--- src/rtl/prog_minterm_lut.sv ---
// prog_minterm_lut: run-time programmable N-input boolean function, one-hot minterm decode
// ORed through a truth table that is shifted into a shadow register and committed atomically.
module prog_minterm_lut #(
    parameter  int N     = 4,
    localparam int DEPTH = 1 << N
) (
    input  logic             clk,
    input  logic             rst_n,
    input  logic             load_start,
    input  logic             cfg_valid,
    input  logic             cfg_bit,
    input  logic             in_valid,
    input  logic [N-1:0]     in,
    output logic             busy,
    output logic             loaded,
    output logic             out_valid,
    output logic             f,
    output logic [DEPTH-1:0] dec
);
    typedef enum logic {IDLE, LOAD} state_t;
    state_t           state;
    logic [N:0]       cnt;
    logic [DEPTH-1:0] shadow, shadow_nxt, act_tbl;
    logic             last_bit;

    assign busy     = state == LOAD;
    assign last_bit = cnt == (N+1)'(DEPTH - 1);

    // shadow including the bit being accepted this cycle, so the commit sees the full table
    always_comb begin
        shadow_nxt = shadow;
        shadow_nxt[cnt[N-1:0]] = cfg_bit;
    end

    always_ff @(posedge clk or negedge rst_n) begin
        if (!rst_n) begin
            state     <= IDLE;
            cnt       <= '0;
            shadow    <= '0;
            act_tbl   <= '0;
            loaded    <= 1'b0;
            out_valid <= 1'b0;
            f         <= 1'b0;
            dec       <= '0;
        end else begin
            out_valid <= in_valid;
            if (in_valid) begin
                f   <= act_tbl[in];
                dec <= DEPTH'(1) << in;
            end
            if (state == IDLE) begin
                if (load_start) begin
                    state  <= LOAD;
                    cnt    <= '0;
                    shadow <= '0;
                end
            end else if (load_start) begin
                cnt    <= '0;
                shadow <= '0;
            end else if (cfg_valid) begin
                shadow <= shadow_nxt;
                cnt    <= last_bit ? '0 : cnt + 1'b1;
                if (last_bit) begin
                    act_tbl <= shadow_nxt;
                    loaded  <= 1'b1;
                    state   <= IDLE;
                end
            end
        end
    end
endmodule

--- config.mk ---
export PLATFORM = sky130hd
export DESIGN_NAME = prog_minterm_lut
export DESIGN_NICKNAME = d
export VERILOG_FILES = /design/src/rtl/prog_minterm_lut.sv
export SDC_FILE = /design/constraint.sdc
export NUM_CORES = 1
export LEC_CHECK = 0
export CORE_MARGIN = 2
export CORE_UTILIZATION = 55
export DETAILED_ROUTE_END_ITERATION = 8
export PLACE_DENSITY = 0.76
export SETUP_SLACK_MARGIN = 0.1
export SLEW_MARGIN = 40
export SYNTH_ARGS = -nofsm -noshare
export SYNTH_HDL_FRONTEND = slang
export SYNTH_SLANG_ARGS = --single-unit
--- constraint.sdc ---
create_clock -name clk -period 2.9 [get_ports clk]
set_clock_uncertainty 0.05 [all_clocks]
set_input_delay 0.29 -clock clk [delete_from_list [all_inputs] [get_ports clk]]
set_output_delay 0.29 -clock clk [all_outputs]
set_load 0.03 [all_outputs]
-- Yosys cells after proc, flatten, opt, wreduce, memory -nomap -nowiden
Cells that the tools add are included.
- equality and inequality tests: 1
- $add $sub $neg: 1
- shift-type cells: 1
- mux-type cells: 19
- $lt $le $gt $ge: 3
- bitwise operators: 1
- reductions and logical operators: 5
- operators by type and width (cell ; number):
    16-bit two-way mux ; 4
    5-bit two-way mux ; 5
    16-bit bitwise mux ; 1
    1-bit by 4-bit << shifter with 16-bit output (first input constant) ; 1
    4-bit by 5-bit less-than comparator with 1-bit output (second input constant) ; 2
    1-bit two-way mux ; 7
    5-bit by 1-bit adder with 5-bit output (second input constant) ; 1
    5-bit by 4-bit equality test with 1-bit output (second input constant) ; 1
    1-bit binary-select mux with 4-bit select ; 1
    1-bit demux with 4-bit select ; 1
    4-bit by 1-bit >= comparator with 1-bit output (second input constant) ; 1
    4-bit AND reduction ; 1
    2-bit nonzero test ; 2
    2-bit AND reduction ; 1
    1-bit logical AND ; 1
    1-bit inverter ; 1
- input bits: 10
- word-level logic and storage cells: 39
- output and inout bits: 20
- register bits: 57

-- Logic depth before layout (Yosys ltp)
- depth after elaboration: 8
- gate-level depth with buffers: 7
- depth with buffers taken out: 5

-- Worst setup path after synthesis
Ideal clock, no wire load.
- kind: register to register
- start point: register cnt[0]
- end point: register act_tbl[10]
- cell stages (with the launch flop): 8
- setup time: 133 ps
- slack: 1150 ps
- period minus slack after synthesis: 1750 ps
- data required time: 2717 ps
- data arrival time: 1567 ps
- path buffers: 2
- cells stage by stage: dfrtp_1 > ha_1 > nand4b_1 > or3_1 > clkbuf_1 > buf_2 > nand2_1 > o21ai_0
- cells in the longest elaborated chain, start to end: 5
- elaborated cells on any way between the ends: 8
- those cells by class: order compare (2); eq/ne (1); mux (3); reduce/logical (2)
- ends and longest elaborated chain (item ; RTL line ; RTL):
    start: declaration ; 22 ; logic [N:0] cnt;
    start signal: assignment ; 62 ; cnt <= last_bit ? '0 : cnt + 1'b1;
    4-bit by 5-bit less-than comparator with 1-bit output (implied by the code) / 4-bit by 1-bit >= comparator with 1-bit output (equally long branches) ; 32 ; shadow_nxt[cnt[N-1:0]] = cfg_bit;
    1-bit logical AND (implied by the code) ; 32 ;
    1-bit two-way mux (implied by the code) ; 32 ;
    1-bit demux with 4-bit select ; 32 ;
    16-bit bitwise mux ; 32 ;
    end signal: assignment ; 64 ; act_tbl <= shadow_nxt;
    end: declaration ; 23 ; logic [DEPTH-1:0] shadow, shadow_nxt, act_tbl;
Several ways; a longest one is shown, not always the timed one.
A chain may end at the register's enable or synchronous reset.

-- Worst setup path after layout
- start point: register cnt[1]
- end point: register act_tbl[9]
The elaborated chain is that of the path after synthesis.

==> impl_metrics.ini <==
[sta]
fin_crit_sh = 0.7566
worst_slack_ns = 0.7060
slew-limit-headroom = 0.5641
hold_viol = 0
worst_slew_pin_slew_ns = 0.6518
setup_viol = 0
final.setup.tns_ns = 0
hold_ws_ns = 0.3724
finalCriticalPeriod_ns = 2.194
rsz0062_at_grt = no
final-max-slew-violation-count = 0
max_freq_mhz = 455.8

[setup_path]
worstSetupPathType = flip-flop to flip-flop
path_buf_inv = 1
path_depth = 5
slowest_stage = or3_2
path_cells = ha_1 > nand4b_1 > or3_2 > buf_4 > o21ai_0
cpPeakStageDelay_ns = 0.72
arrival_ns = 2.37
cp.required_ns = 3.08
reg2regPathDepth = 5
crit_path_end_kind = flip-flop
cp_max_fo = 26
worst_setup_path_start_kind = flip-flop
critical-path-top-delay-family = simple AND/OR/NAND/NOR gates

[logic_synthesis]
yosys_warnings = 0
ys_async_sr_fraction = 1.000
syn-num-nets = 315
ys_types = 29
synth_edf_count = 0
synth_top_area_frac = 0.5031
synth-seq-cells = 56
synthCells = 298
synth_area_um2 = 2785
synth.area.top_cells = dfrtp_1, mux2i_1, nand2_1
yosysSeqAreaShare = 0.5031
syn_avg_cell_area_um2 = 9.346
ys.flop_type = dfrtp_1
yosys.area.top_type = dfrtp_1

[layout]
fin_cells = 386
syn_to_final_growth_pct = 14.51
layout_common_cells = nand2_1, dfrtp_1, o21ai_0
nets = 335
antenna-diode-count = 0
final_area_um2 = 3189
fill_cells = 413
drive_gt1_frac = 0.05016
fin_util = 0.6621

[pwr]
leakage_nw = 1.465
powerDensity_nw_per_um2 = 434.4
power_frac_comb = 0.114
ir_drop_mv = 0.2669
power_switching_uw = 362.2
cell_internal_pwr_mw = 1.023
power_frac_clock = 0.305
p_total_mw = 1.386
p_sw_frac = 0.2614
sequentialPowerShare = 0.581

[routing]
drc = 0
via_count = 2086
drt_iter0_drc = 119
route.final.wire_length_um = 5481
ant_nets = 0
viasPerCell = 5.404
dr.pass1.iters = 4
wire_per_inst_um = 14.20

[clocking]
cts_root_buf = clkbuf_8
clk_latency_ns = 0.31
path_clk_slew_ns = 0.10
cts_setup_buffers = 0
cts_made_buffers = 5
htree_levels = 2
clockBufferDepth = 2
cts_tree = yes
cts_sinks = 56

[global_routing]
grt_pass1_vias = 1979
grt_start_max_net_pins = 32
track_usage = 0.2158
antenna_found_initial = 0
gr-total-overflow = 0
grt_pass1_wl_um = 9246

[placement]
dp.cells = 377
place_area_um2 = 3093
io_buffers = 29
hpwl_um = 3895
place_congestion = 0.8447
pre_cts_slack_ns = 0.5528

[floorplan]
num_io_pins = 30
fp.dieArea_um2 = 5649
rows = 25
die_w_um = 75.16
die_y_um = 75.16
core-area_um2 = 4817
start_util = 0.5782

[run_status]
outcome = finished, final reports clean

[worst_hold_path]
min_path_type = input pin to async pin

[run]
cap_violations = 0
-- synth_stat cells (2+ instances only) --
master	n
buf_2	3
nor2b_1	4
mux2i_1	22
o21ai_0	30
clkbuf_1	18
nor2_1	12
nand2b_1	2
mux2_2	2
mux4_1	3
a21oi_1	14
nand4_1	7
dfrtp_1	56
inv_1	19
and4b_1	2
ha_1	7
nand3_1	29
nand2_1	56
-- power groups by stage --
stage	clock network, mW	logic [mW]	registers [mW]
after floorplan	0	0.0701	0.839
after global placement	0	0.157	0.819
after detailed placement	0	0.159	0.820
after CTS	0.431	0.160	0.804
after global routing	0.460	0.175	0.807
final	0.423	0.158	0.804
-- worst reg2reg max path, cell delays in order, from the launching register on --
cell and delay (ns):
dfrtp_1 0.47, ha_1 0.28, nand4b_1 0.16, or3_2 0.72
buf_4 0.26, o21ai_0 0.18
-- cell families after synthesis --
| logic type | Yosys count | synth area share |
|---|---|---|
| AOI/OAI and AO/OA | 48 | 0.09075 |
| xor gates and xnor gates | 1 | 0.003145 |
| adders and majority gates | 7 | 0.03145 |
| buffers and inverters | 41 | 0.05930 |
| DFF | 56 | 0.5031 |
| muxes | 27 | 0.1155 |
| and+or+nand+nor | 118 | 0.1968 |
-- flip-flops by register name (all words and copies together), names as in the netlist --
| name | count |
|---|---|
| act_tbl | 16 |
| busy | 1 |
| cnt | 5 |
| dec | 16 |
| f | 1 |
| loaded | 1 |
| out_valid | 1 |
| shadow | 15 |
-- metal layers --
layer | global-route usage | routed length (um)
met1 | 0.2815 | 2447
met2 | 0.3674 | 2721
met3 | 0.02811 | 181
met4 | 0.08382 | 131
met5 | 0 | 0
-- layout make-up --
type	instances	area, um^2	area share
Inverter	19	71.32	0.02236
Multi-Input combinational cell	201	1220	0.3825
Timing Repair Buffer	35	327.8	0.1028
Sequential cell	56	1401	0.4394
Clock buffer	7	76.32	0.02393
Clock inverter	1	8.758	0.002746
Tap cell	67	83.83	0.02628
-- final timing paths --
kind / start / end / slack [ns]
setup / recovery: cnt[1]$_DFFE_PN0P_ / act_tbl[9]$_DFFE_PN0P_ / 0.71
hold / removal: rst_n / dec[12]$_DFFE_PN0P_ / 0.37
setup reg to reg: cnt[1]$_DFFE_PN0P_ / act_tbl[9]$_DFFE_PN0P_ / 0.71
hold reg to reg: loaded$_DFFE_PN0P_ / loaded$_DFFE_PN0P_ / 0.43
max in group asynchronous: rst_n / shadow[9]$_DFFE_PN0P_ / 1.77
min in group clk: cfg_bit / shadow[10]$_DFFE_PN0P_ / 0.42
-- what timing repair did --
action / CTS / global route
endpoints found under the hold margin: 16 / 0
gates resized for setup: 0 / 0
hold buffers: 1 / 0
(Power assumes the default switching activity.)
